`src/rtl/pixclk_pkg.sv`:
```
// Shared types, encodings and defaults for the pixel-clock controller.
package pixclk_pkg;

  typedef enum logic [1:0] {
    ST_MEASURE   = 2'd0,
    ST_CFG_REQ   = 2'd1,
    ST_LOCK_WAIT = 2'd2,
    ST_RUN       = 2'd3
  } state_e;

  typedef enum logic [1:0] {
    SEL_24M      = 2'd0,
    SEL_25M      = 2'd1,
    SEL_36M      = 2'd2,
    SEL_FALLBACK = 2'd3
  } sel_e;

  localparam int unsigned DEF_GATE_CYCLES  = 16384;
  localparam int unsigned DEF_TH0          = 1050;
  localparam int unsigned DEF_TH1          = 1300;
  localparam int unsigned DEF_TH2          = 1800;
  localparam int unsigned DEF_LOCK_HOLD    = 256;
  localparam int unsigned DEF_LOCK_TIMEOUT = 65535;

  localparam logic [15:0] CNT_MAX = 16'hFFFF;

  // Maps a non-zero window edge count onto a PLL setting.
  function automatic logic [1:0] band_of(input logic [15:0] cnt,
                                         input logic [15:0] th0,
                                         input logic [15:0] th1,
                                         input logic [15:0] th2);
    logic [1:0] b;
    if (cnt < th0) begin
      b = SEL_24M;
    end else if (cnt < th1) begin
      b = SEL_25M;
    end else if (cnt < th2) begin
      b = SEL_36M;
    end else begin
      b = SEL_FALLBACK;
    end
    return b;
  endfunction

endpackage

```
`src/rtl/pixclk_freq_meter.sv`:
```
// Counts synchronised VIDC divider edges over fixed sys_clk windows.
module pixclk_freq_meter
  import pixclk_pkg::*;
#(
  parameter int unsigned GATE_CYCLES = DEF_GATE_CYCLES
) (
  input  logic        sys_clk_i,
  input  logic        reset_n_i,
  input  logic        vidc_div_tgl_i,
  output logic        meas_valid_o,
  output logic [15:0] meas_count_o
);

  localparam int unsigned TW = (GATE_CYCLES > 1) ? $clog2(GATE_CYCLES) : 1;
  localparam logic [TW-1:0] T_LAST = TW'(GATE_CYCLES - 1);

  logic          sync1_q, sync2_q, prev_q;
  logic [TW-1:0] timer_q, timer_d;
  logic [15:0]   edge_cnt_q, edge_cnt_d;
  logic [15:0]   meas_count_q, meas_count_d;
  logic          meas_valid_q, meas_valid_d;
  logic          edge_s, win_end_s;
  logic [15:0]   cnt_inc_s;

  // An edge seen in the final window cycle is folded into that window's result.
  always_comb begin
    edge_s    = sync2_q ^ prev_q;
    win_end_s = (timer_q == T_LAST);
    if (edge_s && (edge_cnt_q != CNT_MAX)) begin
      cnt_inc_s = edge_cnt_q + 16'd1;
    end else begin
      cnt_inc_s = edge_cnt_q;
    end
    if (win_end_s) begin
      timer_d      = '0;
      edge_cnt_d   = 16'd0;
      meas_count_d = cnt_inc_s;
      meas_valid_d = 1'b1;
    end else begin
      timer_d      = timer_q + TW'(1);
      edge_cnt_d   = cnt_inc_s;
      meas_count_d = meas_count_q;
      meas_valid_d = 1'b0;
    end
  end

  always_ff @(posedge sys_clk_i or negedge reset_n_i) begin
    if (!reset_n_i) begin
      sync1_q      <= 1'b0;
      sync2_q      <= 1'b0;
      prev_q       <= 1'b0;
      timer_q      <= '0;
      edge_cnt_q   <= 16'd0;
      meas_count_q <= 16'd0;
      meas_valid_q <= 1'b0;
    end else begin
      sync1_q      <= vidc_div_tgl_i;
      sync2_q      <= sync1_q;
      prev_q       <= sync2_q;
      timer_q      <= timer_d;
      edge_cnt_q   <= edge_cnt_d;
      meas_count_q <= meas_count_d;
      meas_valid_q <= meas_valid_d;
    end
  end

  assign meas_valid_o = meas_valid_q;
  assign meas_count_o = meas_count_q;

endmodule

```
`src/rtl/pixclk_ctrl.sv`:
```
// Pixel-clock controller: picks a PLL setting from the measured VIDC rate,
// runs the reconfiguration handshake and gates the pixel-domain reset on lock.
module pixclk_ctrl
  import pixclk_pkg::*;
#(
  parameter int unsigned GATE_CYCLES  = DEF_GATE_CYCLES,
  parameter int unsigned TH0          = DEF_TH0,
  parameter int unsigned TH1          = DEF_TH1,
  parameter int unsigned TH2          = DEF_TH2,
  parameter int unsigned LOCK_HOLD    = DEF_LOCK_HOLD,
  parameter int unsigned LOCK_TIMEOUT = DEF_LOCK_TIMEOUT
) (
  input  logic        sys_clk_i,
  input  logic        reset_n_i,
  input  logic        vidc_div_tgl_i,
  output logic        pll_cfg_req_o,
  output logic [1:0]  pll_cfg_sel_o,
  input  logic        pll_cfg_ack_i,
  input  logic        pll_locked_i,
  output logic        pix_rst_n_o,
  output logic        vidc_present_o,
  output logic [15:0] meas_count_o
);

  localparam int unsigned HW  = (LOCK_HOLD > 1) ? $clog2(LOCK_HOLD + 1) : 1;
  localparam int unsigned TOW = (LOCK_TIMEOUT > 1) ? $clog2(LOCK_TIMEOUT + 1) : 1;
  localparam logic [HW-1:0]  HOLD_LAST = HW'(LOCK_HOLD - 1);
  localparam logic [TOW-1:0] TMO_LAST  = TOW'(LOCK_TIMEOUT - 1);
  localparam logic [15:0] TH0_W = 16'(TH0);
  localparam logic [15:0] TH1_W = 16'(TH1);
  localparam logic [15:0] TH2_W = 16'(TH2);

  state_e         state_q;
  logic           req_q;
  logic [1:0]     sel_q;
  logic           pix_rst_n_q;
  logic           present_q;
  logic           diff_q;
  logic [HW-1:0]  hold_q;
  logic [TOW-1:0] tmo_q;

  logic           meas_valid_s;
  logic [15:0]    meas_count_s;
  logic           count_nz_s;
  logic [1:0]     band_s;

  pixclk_freq_meter #(
    .GATE_CYCLES(GATE_CYCLES)
  ) u_meter (
    .sys_clk_i     (sys_clk_i),
    .reset_n_i     (reset_n_i),
    .vidc_div_tgl_i(vidc_div_tgl_i),
    .meas_valid_o  (meas_valid_s),
    .meas_count_o  (meas_count_s)
  );

  assign count_nz_s = (meas_count_s != 16'd0);
  assign band_s     = band_of(meas_count_s, TH0_W, TH1_W, TH2_W);

  // diff_q remembers one window whose band disagreed with the active setting.
  always_ff @(posedge sys_clk_i or negedge reset_n_i) begin
    if (!reset_n_i) begin
      state_q     <= ST_MEASURE;
      req_q       <= 1'b0;
      sel_q       <= 2'd0;
      pix_rst_n_q <= 1'b0;
      present_q   <= 1'b0;
      diff_q      <= 1'b0;
      hold_q      <= '0;
      tmo_q       <= '0;
    end else begin
      if (meas_valid_s) begin
        present_q <= count_nz_s;
      end else begin
        present_q <= present_q;
      end
      case (state_q)
        ST_MEASURE: begin
          pix_rst_n_q <= 1'b0;
          if (meas_valid_s && count_nz_s) begin
            sel_q   <= band_s;
            req_q   <= 1'b1;
            state_q <= ST_CFG_REQ;
          end
        end
        ST_CFG_REQ: begin
          if (pll_cfg_ack_i && req_q) begin
            req_q   <= 1'b0;
            hold_q  <= '0;
            tmo_q   <= '0;
            state_q <= ST_LOCK_WAIT;
          end else begin
            req_q <= 1'b1;
          end
        end
        ST_LOCK_WAIT: begin
          if (pll_locked_i && (hold_q == HOLD_LAST)) begin
            pix_rst_n_q <= 1'b1;
            diff_q      <= 1'b0;
            state_q     <= ST_RUN;
          end else if (tmo_q == TMO_LAST) begin
            req_q   <= 1'b1;
            state_q <= ST_CFG_REQ;
          end else begin
            hold_q <= pll_locked_i ? (hold_q + HW'(1)) : '0;
            tmo_q  <= tmo_q + TOW'(1);
          end
        end
        ST_RUN: begin
          // Lock loss outranks any measurement result arriving on the same edge.
          if (!pll_locked_i) begin
            pix_rst_n_q <= 1'b0;
            hold_q      <= '0;
            tmo_q       <= '0;
            diff_q      <= 1'b0;
            state_q     <= ST_LOCK_WAIT;
          end else if (meas_valid_s) begin
            if (!count_nz_s) begin
              pix_rst_n_q <= 1'b0;
              diff_q      <= 1'b0;
              state_q     <= ST_MEASURE;
            end else if (band_s != sel_q) begin
              if (diff_q) begin
                pix_rst_n_q <= 1'b0;
                sel_q       <= band_s;
                req_q       <= 1'b1;
                diff_q      <= 1'b0;
                state_q     <= ST_CFG_REQ;
              end else begin
                diff_q <= 1'b1;
              end
            end else begin
              diff_q <= 1'b0;
            end
          end
        end
        default: begin
          req_q       <= 1'b0;
          pix_rst_n_q <= 1'b0;
          state_q     <= ST_MEASURE;
        end
      endcase
    end
  end

  assign pll_cfg_req_o  = req_q;
  assign pll_cfg_sel_o  = sel_q;
  assign pix_rst_n_o    = pix_rst_n_q;
  assign vidc_present_o = present_q;
  assign meas_count_o   = meas_count_s;

endmodule

```
`config.mk`:
```
export PLATFORM = sky130hd
export DESIGN_NAME = pixclk_ctrl
export DESIGN_NICKNAME = d
export VERILOG_FILES = /design/src/rtl/pixclk_pkg.sv /design/src/rtl/pixclk_freq_meter.sv /design/src/rtl/pixclk_ctrl.sv
export SDC_FILE = /design/constraint.sdc
export NUM_CORES = 1
export LEC_CHECK = 0
export ABC_AREA = 1
export BUFFER_PORTS_ARGS = -buffer_cell sky130_fd_sc_hd__buf_2
export CORE_MARGIN = 2
export CORE_UTILIZATION = 61
export CTS_CLUSTER_SIZE = 28
export DETAILED_ROUTE_END_ITERATION = 10
export MAX_ROUTING_LAYER = met4
export PLACE_DENSITY = 0.84
export SLEW_MARGIN = 5
export SYNTH_ARGS = -nofsm -noshare
export SYNTH_HDL_FRONTEND = slang
export SYNTH_SLANG_ARGS = --single-unit
```
`constraint.sdc`:
```
create_clock -name sys_clk_i -period 2.8 [get_ports sys_clk_i]
set_input_delay 0.42 -clock sys_clk_i [delete_from_list [all_inputs] [get_ports sys_clk_i]]
set_output_delay 0.42 -clock sys_clk_i [all_outputs]
set_load 0.01 [all_outputs]
```
==> impl_summary.txt, run 1 <==
----------------------------------------------------
[Outcome]
  Result of the run ... complete, no violations

[Synth]
  Number of unique standard cell types used by synthesis ... 44
  Sequential area share after synthesis ... 45.7%
  Warnings, synthesis ... 0
  Synthesized instance count ... 546
  Post-Syn Nets ... 561
  Share of cell area taken by muxes after synthesis ... 0.220%
  Adder-cell share of the synthesized area ... between 2 and 3%
  Synthesized-area fraction occupied by ao, oa, aoi and oai cells ... 9.14%
  Synthesized-area fraction occupied by xor and xnor cells ... 6.69%
  Synthesized area per cell ... between 8 and 9 µm²
  Cell Area, Synth ... 0.00454 mm²
  Synthesis-stage register bit count ... 83
  Simple-gate area share of the yosys netlist ... 29.1%
  Combinational family with the most area after synthesis ... simple AND/OR/NAND/NOR gates

[Setup path]
  Endpoint arrival time on the critical path ... 2.75 ns
  Largest delay contributor family on the critical path ... simple AND/OR/NAND/NOR gates
  Largest incremental delay on the critical path ... around 0.40 ns
  Maximum fanout along the worst path ... 25
  Worst path required time ... 3.04 ns
  Number of cells traversed by the worst register-to-register path ... 14
  Worst Setup Start Kind ... register
  End of the worst register-to-register path ... tmo_q[3]$_DFFE_PN0P_
  Total buffers and inverters traversed by the critical path ... 1
  Reg2Reg Setup Slack ... 0.29 ns
  Reg2Reg Launch Point ... hold_q[0]$_DFFE_PN0P_
  Dominant cell type by count on the critical path ... nor2_1
  Kind of critical path ... register to register
  Critical Path Sink Type ... register
  Cell Chain, Critical Path ... ha_1, nand2_1, nor3_1, nand3_1, nor2_1, ha_1, nand2_1, nor2_1, nor2_1, nand2_2, buf_4, nor2_1, xnor2_1, nor2_1
  Slowest library cell on the worst path ... dfrtp_1
  Crit path from ... hold_q[0]$_DFFE_PN0P_

[Global route]
  Vias in the first global route ... 3,629
  Wire length of the first global-routing pass ... 16.4 mm
  Antenna violations before repair ... 0
  Overall track demand over capacity in global routing ... ~25%
  Overflow after GRT ... 0
  Maximum number of pins on one net before global-route repair ... 52

[Detailed routing]
  Antenna Violating Nets Remaining ... 0
  Via density per instance ... 5.49
  Violation count after the first detailed-routing iteration ... about 340
  Average wire per cell in the routed design ... 13.8 µm
  Residual DRC count ... 0
  Sum of routed wire length over all layers ... 9.35 mm
  DR pass1 iterations ... 7
  Via count ... 3,729

[Placed design]
  Detailed placement HPWL ... 6.77 mm
  Pre-CTS worst setup slack ... around 0.35 ns
  Placer's final routability congestion estimate ... approximately 0.9
  Port bufs ... 25

[Flow run]
  Max-capacitance violation count ... 0

[STA]
  Clock period minus worst slack ... 2.51 ns
  Final critical-path setup slack ... approximately 0.29 ns
  Worst max-slew margin expressed relative to the limit ... 55.0%
  Final Hold Viols ... 0
  Final setup violation count ... 0
  Actual slew at the worst max-slew pin ... 0.675 ns
  Highest clock rate ... 398 MHz
  Final period utilization ... 89.8%
  Worst Clk Skew ... 0.00855 ns
  Unrepaired setup endpoints after global routing ... no
  Max-slew violations ... 0
  Total Negative Setup Slacks ... 0 ns

[Clock tree]
  Hold-fix buffer count after cts ... 0
  Post-CTS setup repair buffer count ... 0
  Number of instances resized during post-cts repair ... 0
  Reg clk slew, reported paths ... 0.08 ns
  Clock tree from TritonCTS ... yes
  Clock sink count ... 83
  Clock root cell ... clkbuf_8
  Depth of the CTS H-tree ... 3
  CTS Buf Count ... 9
  Clock latency reported for the late side of the worst-skew pair ... ~0.36 ns
  Clock Path Buffers ... 2

[Power and ir drop]
  Power density over cell area ... 488 mW/mm²
  Worst ir drop on vdd ... 0.475 mV
  Psw ... 0.672 mW
  Comb power frac ... 10.6%
  Fraction of power consumed by the clock network ... between 30% and 40%
  Switching Fraction ... 27.8%
  Sequential share of power ... 54.7%
  Leakage dissipation ... 2.37 nW
  Cell internal pwr ... approximately 1.7 mW

[Floorplanning]
  Die outline area ... between 0.008 and 0.009 mm²
  Vertical die dimension ... 90.3 µm
  # rows ... 31
  I/O pin count ... 26
  Die extent in x ... 90.3 µm
  Initial cell density of the core ... 63.0%
  CORE AREA ... 0.00721 mm²

[Min path]
  Worst min-delay path category ... input pin to asynchronous set/reset pin

[Layout]
  Most frequent cells in the layout ... nand2_1 (125), dfrtp_1 (83), nor2_1 (79)
  Share of layout cells above drive strength 1 ... 12.4%
  Layout net count ... 590
  Total area of multi-input combinational cells ... 0.00218 mm²
  Growth of design area from synthesis to finish ... 8.84%
  Fill cell count ... 611
  Antenna diodes ... 0
  Flip-flop and latch area ... 0.00208 mm²
  Commonest non-fill, non-tap cell in the layout ... nand2_1

----------------------------------------------------
worst register-to-register path, stage by stage, from the launching register on:
cell and delay [ns]:
dfrtp_1 0.40, ha_1 0.19, nand2_1 0.09, nor3_1 0.26, nand3_1 0.16, nor2_1 0.12, ha_1 0.15, nand2_1 0.06
nor2_1 0.24, nor2_1 0.10, nand2_2 0.09, buf_4 0.26, nor2_1 0.09, xnor2_1 0.15, nor2_1 0.05
flip-flops by register name (all words and copies together), names as in the netlist:
signal and count:
u_meter.meas_count_o 16, tmo_q 16, pix_rst_n_o 1, diff_q 1
vidc_present_o 1, u_meter.sync1_q 1, pll_cfg_req_o 1, state_q 2
hold_q 9, u_meter.meas_valid_o 1, u_meter.sync2_q 1, u_meter.prev_q 1
u_meter.edge_cnt_q 16, u_meter.timer_q 14, pll_cfg_sel_o 2
synthesized netlist by cell type, drive strengths merged:
master	n	share of area [%]
nand2	128	11
dfrtp	83	46
nor2	82	7.5
inv	54	4.5
o21ai	41	5.0
nand3	38	4.7
xor2	28	5.7
nand4	14	2.3
nor3	12	1.9
ha	10	2.8
buf	9	1.7
a21oi	8	0.88
o31ai	8	1.3
xnor2	5	0.96
nand3b	4	0.66
o21a	4	0.66
nor3b	3	0.50
o22ai	3	0.41
nor4	2	0.41
or2	2	0.28
a211oi	1	0.17
a22o	1	0.19
a31oi	1	0.14
clkbuf	1	0.083
clkinv	1	0.083
mux2i	1	0.22
o2111ai	1	0.19
o21bai	1	0.17
layer usage:
metal  global-route usage [%]  vias up  share of wire [%]
met5                        -        -                  0
met3                     6.01       20                3.9
li1                         -     1836                  -
met1                     32.2     1798                 45
met4                     8.59        0                2.0
met2                     39.9       75                 49
power by group through the flow:
stage          Sequential, mW  Clock, mW  Combinational (mW)
6_report                 1.32      0.837               0.256
5_1_grt                  1.33      0.902               0.292
4_1_cts                  1.32      0.858               0.260
3_5_place_dp             1.34          0               0.257
3_3_place_gp             1.34          0               0.247
2_1_floorplan            1.33          0               0.182
layout make-up:
class	instances	area share [%]
multi-input cells	398	44.0
flip-flops and latches	83	42.0
inverters	55	4.22
clock buffers	12	3.34
repair buffers	28	3.29
well taps	99	2.50
clock inverters	4	0.658
per-stage QoR:
stage	power (mW)	cells	area [µm²]	utilization [%]	hold slack [ns]
after floorplan	1.51	546	4540	-	0.124
after global placement	1.58	663	4750	65.8	0.332
after detailed placement	1.60	663	4750	65.8	0.338
after CTS	2.44	679	4950	68.6	0.116
after global routing	2.52	679	4950	68.6	0.150
final	2.41	679	4950	68.6	0.101
logic make-up after synthesis:
kind of cell             Yosys count
XOR/XNOR                          33
flip-flops                        83
adder cells (fa/ha/maj)           10
buffers and inverters             65
multiplexers                       1
AO/OA/AOI/OAI                     69
AND/OR/NAND/NOR                  285
worst max path at each step:
stage                      endpoint  slack (ns)  cells after the start
6_report       tmo_q[3]$_DFFE_PN0P_        0.29                     14
5_1_grt        tmo_q[3]$_DFFE_PN0P_        0.04                     14
4_1_cts        tmo_q[3]$_DFFE_PN0P_        0.31                     14
3_5_place_dp   tmo_q[3]$_DFFE_PN0P_        0.35                     14
3_3_place_gp   tmo_q[3]$_DFFE_PN0P_        0.45                     14
2_1_floorplan  tmo_q[7]$_DFFE_PN0P_        0.72                     14
No activity file was read; power rests on OpenSTA's default activity.
==> run 2: changes to the inputs <==
==> constraint.sdc (replaced) <==
create_clock -name sys_clk_i -period 2.8 [get_ports sys_clk_i]
set_input_delay 0.14 -clock sys_clk_i [delete_from_list [all_inputs] [get_ports sys_clk_i]]
set_output_delay 0.14 -clock sys_clk_i [all_outputs]
set_load 0.01 [all_outputs]
==> impl_summary.txt, run 2 (synthesis gave the netlist of run 1 again) <==
----------------------------------------------------
[STA]
  Worst Clk Skew ... 0.0138 ns
  Actual slew at the worst max-slew pin ... 1.02 ns
  Total Negative Setup Slacks ... 0 ns
  Final critical-path setup slack ... 0.320 ns
  Final setup violation count ... 0
  Highest clock rate ... 403 MHz
  Final period utilization ... roughly nine tenths
  Unrepaired setup endpoints after global routing ... no
  Worst max-slew margin expressed relative to the limit ... about a third
  Clock period minus worst slack ... 2.48 ns
  Max-slew violations ... 0
  Final Hold Viols ... 0

[Global route]
  Overflow after GRT ... 0
  Overall track demand over capacity in global routing ... between 20% and 30%
  Maximum number of pins on one net before global-route repair ... 84
  Vias in the first global route ... 3,600
  Antenna violations before repair ... 0
  Wire length of the first global-routing pass ... 16.0 mm

[Detailed routing]
  DR top layer ... met4
  Residual DRC count ... 0
  Antenna Violating Nets Remaining ... 0
  Wire length on met1 ... between 4 and 5 mm
  Average wire per cell in the routed design ... 13.3 µm
  DR pass1 iterations ... 5
  Via density per instance ... 5.41
  Met3 wirelength from detailed routing ... roughly 230 µm
  Via count ... about 3,700
  Violation count after the first detailed-routing iteration ... between 200 and 300
  Sum of routed wire length over all layers ... 9.06 mm
  Metal2 WL ... 4.48 mm

[Power and ir drop]
  Leakage dissipation ... approximately 2.4 nW
  Psw ... 0.708 mW
  Power density over cell area ... 484 mW/mm²
  Fraction of power consumed by the clock network ... ~34%
  Switching Fraction ... 29.7%
  Comb power frac ... 10.8%
  Worst ir drop on vdd ... 0.538 mV
  Cell internal pwr ... approximately 1.7 mW
  Sequential share of power ... 55.2%

[Min path]
  Worst min-delay path category ... input pin to register

[Layout]
  Commonest non-fill, non-tap cell in the layout ... nand2_1
  Layout net count ... 591
  Core occupancy in the finished layout ... 68.4%
  Antenna diodes ... 0
  Area of all placed cells without fillers ... 0.00493 mm²
  Share of layout cells above drive strength 1 ... 12.4%
  Most frequent cells in the layout ... nand2_1 (125), dfrtp_1 (83), nor2_1 (78)
  Growth of design area from synthesis to finish ... 8.56%

[Floorplanning]
  # rows ... 31
  Initial cell density of the core ... 63.0%
  Die outline area ... 0.00816 mm²
  CORE AREA ... 0.00721 mm²
  I/O pin count ... 26
  Die extent in x ... 90.3 µm
  Vertical die dimension ... roughly 90 µm

[Setup path]
  Maximum fanout along the worst path ... 25
  Kind of critical path ... register to register
  Critical Path Sink Type ... register
  Cell Chain, Critical Path ... ha_1, nand2_1, nor3_1, nand3_1, nor2_1, ha_1, nand2_1, nor2_2, nor2_1, nand2_2, buf_4, nor2_1, xnor2_1, nor2_1
  Slowest library cell on the worst path ... dfrtp_1
  Dominant cell type by count on the critical path ... nor2_1
  Endpoint arrival time on the critical path ... 2.73 ns
  Worst Setup Start Kind ... register
  Worst path required time ... 3.05 ns
  Largest incremental delay on the critical path ... 0.40 ns

[Clock tree]
  Clock latency reported for the late side of the worst-skew pair ... ~0.36 ns
  CTS Buf Count ... 9
  Post-CTS setup repair buffer count ... 0
  Reg clk slew, reported paths ... approximately 0.09 ns
  Depth of the CTS H-tree ... 3
  Clock Path Buffers ... 2
  Clock sink count ... 83
  Clock tree from TritonCTS ... yes
  Clock root cell ... clkbuf_8

[Placed design]
  Port bufs ... 25
  Pre-CTS worst setup slack ... 0.307 ns
  Placer's final routability congestion estimate ... 0.920
  Detailed placement HPWL ... about 6.5 mm
  Cell area after placement ... between 0.004 and 0.005 mm²

[Outcome]
  Result of the run ... complete, no violations

[Flow run]
  Max-capacitance violation count ... 0

----------------------------------------------------
==> run 2: area by class of cell <==
type / count / area [µm²]
inverters: 55 / 209
multi-input cells: 398 / 2180
well taps: 99 / 124
flip-flops and latches: 83 / 2080
fillers: 584 / 2280
repair buffers: 29 / 163
clock buffers: 9 / 124
clock inverters: 7 / 58.8
==> run 2: per-stage QoR <==
step                hold WS (ns)  std cells  power (mW)
floorplan                 -0.156        546        1.51
global placement           0.249        662        1.58
detailed placement         0.249        662        1.60
CTS                       0.0861        680        2.40
global route               0.115        680        2.49
finish                    0.0899        680        2.39
==> run 2: path summary, 6_finish.rpt <==
path | to | depth (start not counted) | startpoint | slack (ns)
worst max-delay path | tmo_q[3]$_DFFE_PN0P_ | 14 | hold_q[0]$_DFFE_PN0P_ | 0.32
worst min-delay path | pll_cfg_req_o$_DFFE_PN0P_ | 4 | pll_cfg_ack_i | 0.09
worst max register to register | tmo_q[3]$_DFFE_PN0P_ | 14 | hold_q[0]$_DFFE_PN0P_ | 0.32
worst min register to register | u_meter.sync2_q$_DFF_PN0_ | 0 | u_meter.sync1_q$_DFF_PN0_ | 0.37
max in group asynchronous | tmo_q[0]$_DFFE_PN0P_ | 2 | reset_n_i | 1.64
min in group asynchronous | pll_cfg_sel_o[1]$_DFFE_PN0P_ | 2 | reset_n_i | 0.48
==> run 2: what timing repair did <==
item / 4_1_cts / 5_1_grt
setup endpoints to repair: 0 / 1
hold buffers: 2 / 0
hold endpoints to repair: 37 / 0
resized for setup: 0 / 1
==> run 2: layer usage <==
metal | GRT usage (%) | vias up
met5 | - | -
met3 | 3.59 | 15
li1 | - | 1836
met1 | 32.8 | 1766
met4 | 8.33 | 0
met2 | 39.0 | 63
==> run 2: worst max-delay path, delay by kind of cell (launching register included) <==
family	cells	cell delay, ns
buffers and inverters	1	0.26
adder cells (fa/ha/maj)	2	0.36
AND/OR/NAND/NOR	10	1.19
flip-flops	1	0.40
XOR/XNOR	1	0.15
==> run 2: power groups by stage <==
stage | sequential, mW | combinational [mW] | clock [mW]
final | 1.32 | 0.259 | 0.811
after detailed placement | 1.34 | 0.257 | 0
after global placement | 1.34 | 0.244 | 0
after CTS | 1.32 | 0.261 | 0.819
after global routing | 1.33 | 0.299 | 0.868
after floorplan | 1.33 | 0.182 | 0
==> run 3: changes to the inputs <==
Settings changed: ABC_AREA 1 to unset, CORE_UTILIZATION 61 to 60, MAX_ROUTING_LAYER met4 to unset, PLACE_DENSITY 0.84 to 0.83.
==> impl_summary.txt, run 3 <==
----------------------------------------------------
[Synth]
  Warnings, synthesis ... 0
  EDFF count, synth ... 0
  Post-synth top area share ... 49.9%
  Cell Area, Synth ... 0.00416 mm²
  Share of async-settable or async-resettable flops after synthesis ... 100%
  Post-Syn Nets ... 449
  Synthesized area per cell ... approximately 9.6 µm²
  Cell types occupying the most area after synthesis ... dfrtp_1 (50%), nand2_1 (6.1%), o21ai_0 (5.2%)
  Synthesis-stage register bit count ... 83
  Leading register cell type out of synthesis ... dfrtp_1
  Most common library cells after synthesis ... dfrtp_1 (83), nand2_1 (68), nor2_1 (46)
  Sequential area share after synthesis ... about 50%
  Synthesized instance count ... approximately 430
  Most instantiated library cell after synthesis ... dfrtp_1
  Library cell occupying the most area in the post-synthesis netlist ... dfrtp_1
  Number of unique standard cell types used by synthesis ... 51

[Setup path]
  Cell Chain, Critical Path ... ha_2, and3_4, and3_4, and3_1, ha_2, and2_1, o21ai_1, o311ai_1, a21o_1, buf_6, nor2_1, buf_4, nand4_1, o21ai_1
  Crit path from ... hold_q[1]$_DFFE_PN0P_
  Largest incremental delay on the critical path ... 0.41 ns
  Worst path required time ... 3.09 ns
  Number of cells traversed by the worst register-to-register path ... 14
  End of the worst register-to-register path ... hold_q[7]$_DFFE_PN0P_
  Slowest library cell on the worst path ... dfrtp_1
  Kind of critical path ... register to register
  Critical Path Sink Type ... register
  Worst Setup Start Kind ... register
  Reg2Reg Setup Slack ... 0.15 ns
  WP depth ... 14
  Largest delay contributor family on the critical path ... simple AND/OR/NAND/NOR gates
  Total buffers and inverters traversed by the critical path ... 2
  Endpoint arrival time on the critical path ... ~2.9 ns
  Reg2Reg Launch Point ... hold_q[1]$_DFFE_PN0P_
  Maximum fanout along the worst path ... 12
  Worst setup path endpoint ... hold_q[7]$_DFFE_PN0P_

[Global route]
  Wire length of the first global-routing pass ... roughly 15 mm
  Vias in the first global route ... 3,215
  Overall track demand over capacity in global routing ... ~24%
  Overflow after GRT ... 0
  Antenna violations before repair ... 0
  Maximum number of pins on one net before global-route repair ... 84

[STA]
  Highest clock rate ... 377 MHz
  Worst max-slew margin expressed relative to the limit ... 32.4%
  Final critical-path setup slack ... 0.148 ns
  Final Hold Viols ... 0
  Unrepaired setup endpoints after global routing ... no
  Final period utilization ... 94.7%
  Worst Clk Skew ... 0.0126 ns
  Final setup violation count ... 0
  Actual slew at the worst max-slew pin ... around 1.0 ns
  Clock period minus worst slack ... 2.65 ns
  Max-slew violations ... 0

[Layout]
  Growth of design area from synthesis to finish ... 11.7%
  Commonest non-fill, non-tap cell in the layout ... dfrtp_1
  Most frequent cells in the layout ... dfrtp_1 (83), nand2_1 (68), nor2_1 (46)
  Layout net count ... 483
  Share of layout cells above drive strength 1 ... 14.6%
  Antenna diodes ... 0
  Fill cell count ... 496

[Power and ir drop]
  Cell internal pwr ... 2.01 mW
  Sequential share of power ... 45.8%
  Psw ... 1.00 mW
  Fraction of power consumed by the clock network ... between 20% and 30%
  Switching Fraction ... 33.4%
  Worst ir drop on vdd ... 0.556 mV
  Power Total ... 3.01 mW
  Comb power frac ... 26.0%
  Power density over cell area ... between 600 and 700 mW/mm²
  Leakage dissipation ... roughly 2.2 nW

[Clock tree]
  Reg clk slew, reported paths ... 0.09 ns
  Clock tree from TritonCTS ... yes
  Clock root cell ... clkbuf_8
  Clock Path Buffers ... 2
  CTS Buf Count ... 9
  Clock latency reported for the late side of the worst-skew pair ... 0.36 ns
  Depth of the CTS H-tree ... 3
  Clock sink count ... 83

[Detailed routing]
  Sum of routed wire length over all layers ... 8.19 mm
  Antenna Violating Nets Remaining ... 0
  Met3 wirelength from detailed routing ... 302 µm
  Metal2 WL ... 4.20 mm
  Via count ... approximately 3,300
  DR top layer ... met4
  Wire length on met1 ... 3.55 mm
  Violation count after the first detailed-routing iteration ... 194
  Via density per instance ... 5.93
  DR pass1 iterations ... 5
  Average wire per cell in the routed design ... 14.8 µm
  Residual DRC count ... 0

[Floorplanning]
  CORE AREA ... 0.00676 mm²
  Die outline area ... 0.00762 mm²
  I/O pin count ... 26
  Initial cell density of the core ... 61.6%
  Vertical die dimension ... 87.3 µm
  # rows ... 30
  Die extent in x ... 87.3 µm

[Placed design]
  Port bufs ... 25
  Detailed placement HPWL ... between 5 and 6 mm
  Pre-CTS worst setup slack ... -0.0431 ns
  Placer's final routability congestion estimate ... 0.844

[Min path]
  Worst min-delay path category ... input pin to register

[Flow run]
  Max-capacitance violation count ... 0

[Outcome]
  Result of the run ... complete, no violations

----------------------------------------------------
-- run 3: cell count changes in the layout (fill, tap and decap cells not counted), moves of 7 or more --
cell,delta
nand2_1,-57
inv_1,-42
xor2_1,-8
o21ai_1,-8
nand3_1,-8
and3_1,+10
o21ai_0,+16
a22o_1,+12
a21o_1,+7
nor2_1,-32
-- run 3: layout make-up --
class / count / area, µm² / area share [%]
Inverter: 8 / 30.0 / 0.646
Sequential cell: 83 / 2080 / 44.6
Multi-Input combinational cell: 329 / 2020 / 43.5
Clock inverter: 4 / 51.3 / 1.10
Tap cell: 80 / 100 / 2.15
Clock buffer: 11 / 141 / 3.04
Timing Repair Buffer: 37 / 230 / 4.95
-- run 3: cell families after synthesis --
| kind of cell | share of synthesized area, % |
|---|---|
| mux | 1.80 |
| compound gates | 14.5 |
| buf+inv | 2.16 |
| flops | 49.9 |
| fa+ha+maj | 3.00 |
| simple gates | 22.9 |
| xor+xnor | 5.68 |
-- run 3: worst min-delay path by stage --
stage / startpoint / end / slack [ns] / cells after the start
after floorplan: reset_n_i / diff_q$_DFFE_PN0P_ / -0.16 / 0
after global placement: vidc_div_tgl_i / u_meter.sync1_q$_DFF_PN0_ / 0.25 / 1
after detailed placement: vidc_div_tgl_i / u_meter.sync1_q$_DFF_PN0_ / 0.25 / 1
after CTS: pll_cfg_ack_i / pll_cfg_req_o$_DFFE_PN0P_ / 0.09 / 3
after global routing: pll_cfg_ack_i / pll_cfg_req_o$_DFFE_PN0P_ / 0.11 / 3
final: pll_cfg_ack_i / pll_cfg_req_o$_DFFE_PN0P_ / 0.1 / 3
-- run 3: metrics by stage --
step                hold slack [ns]  util (%)  cell area (µm²)  std cells  setup TNS [ns]
floorplan                    -0.156         -             4160        434               0
global placement              0.250      65.0             4390        533               0
detailed placement            0.250      65.0             4390        533          -0.104
CTS                          0.0928      68.4             4620        551               0
global route                  0.107      68.9             4650        552               0
finish                       0.0994      68.9             4650        552               0
-- run 3: tightest hold or removal path, stage by stage --
cell,delay [ns]
buf_2,0.10
nand3_1,0.06
mux2_1,0.11
-- run 3: power groups by stage --
stage | clock, mW | combinational [mW] | sequential, mW
after floorplan | 0 | 0.549 | 1.39
after global placement | 0 | 0.695 | 1.40
after detailed placement | 0 | 0.733 | 1.40
after CTS | 0.867 | 0.764 | 1.38
after global routing | 0.926 | 0.883 | 1.40
final | 0.851 | 0.782 | 1.38
-- run 3: what timing repair did --
item | in CTS | in global routing
pin swaps | 0 | 1
endpoints found under the setup margin | 15 | 21
setup buffers | 1 | 1
hold buffers | 2 | 0
endpoints found under the hold margin | 13 | 0
resized for setup | 6 | 6
-- run 3: layer usage --
layer	global-route usage, %	vias to the layer above
met3	4.74	17
met2	39.9	68
li1	-	1599
met5	0	-
met1	31.5	1588
met4	8.39	0
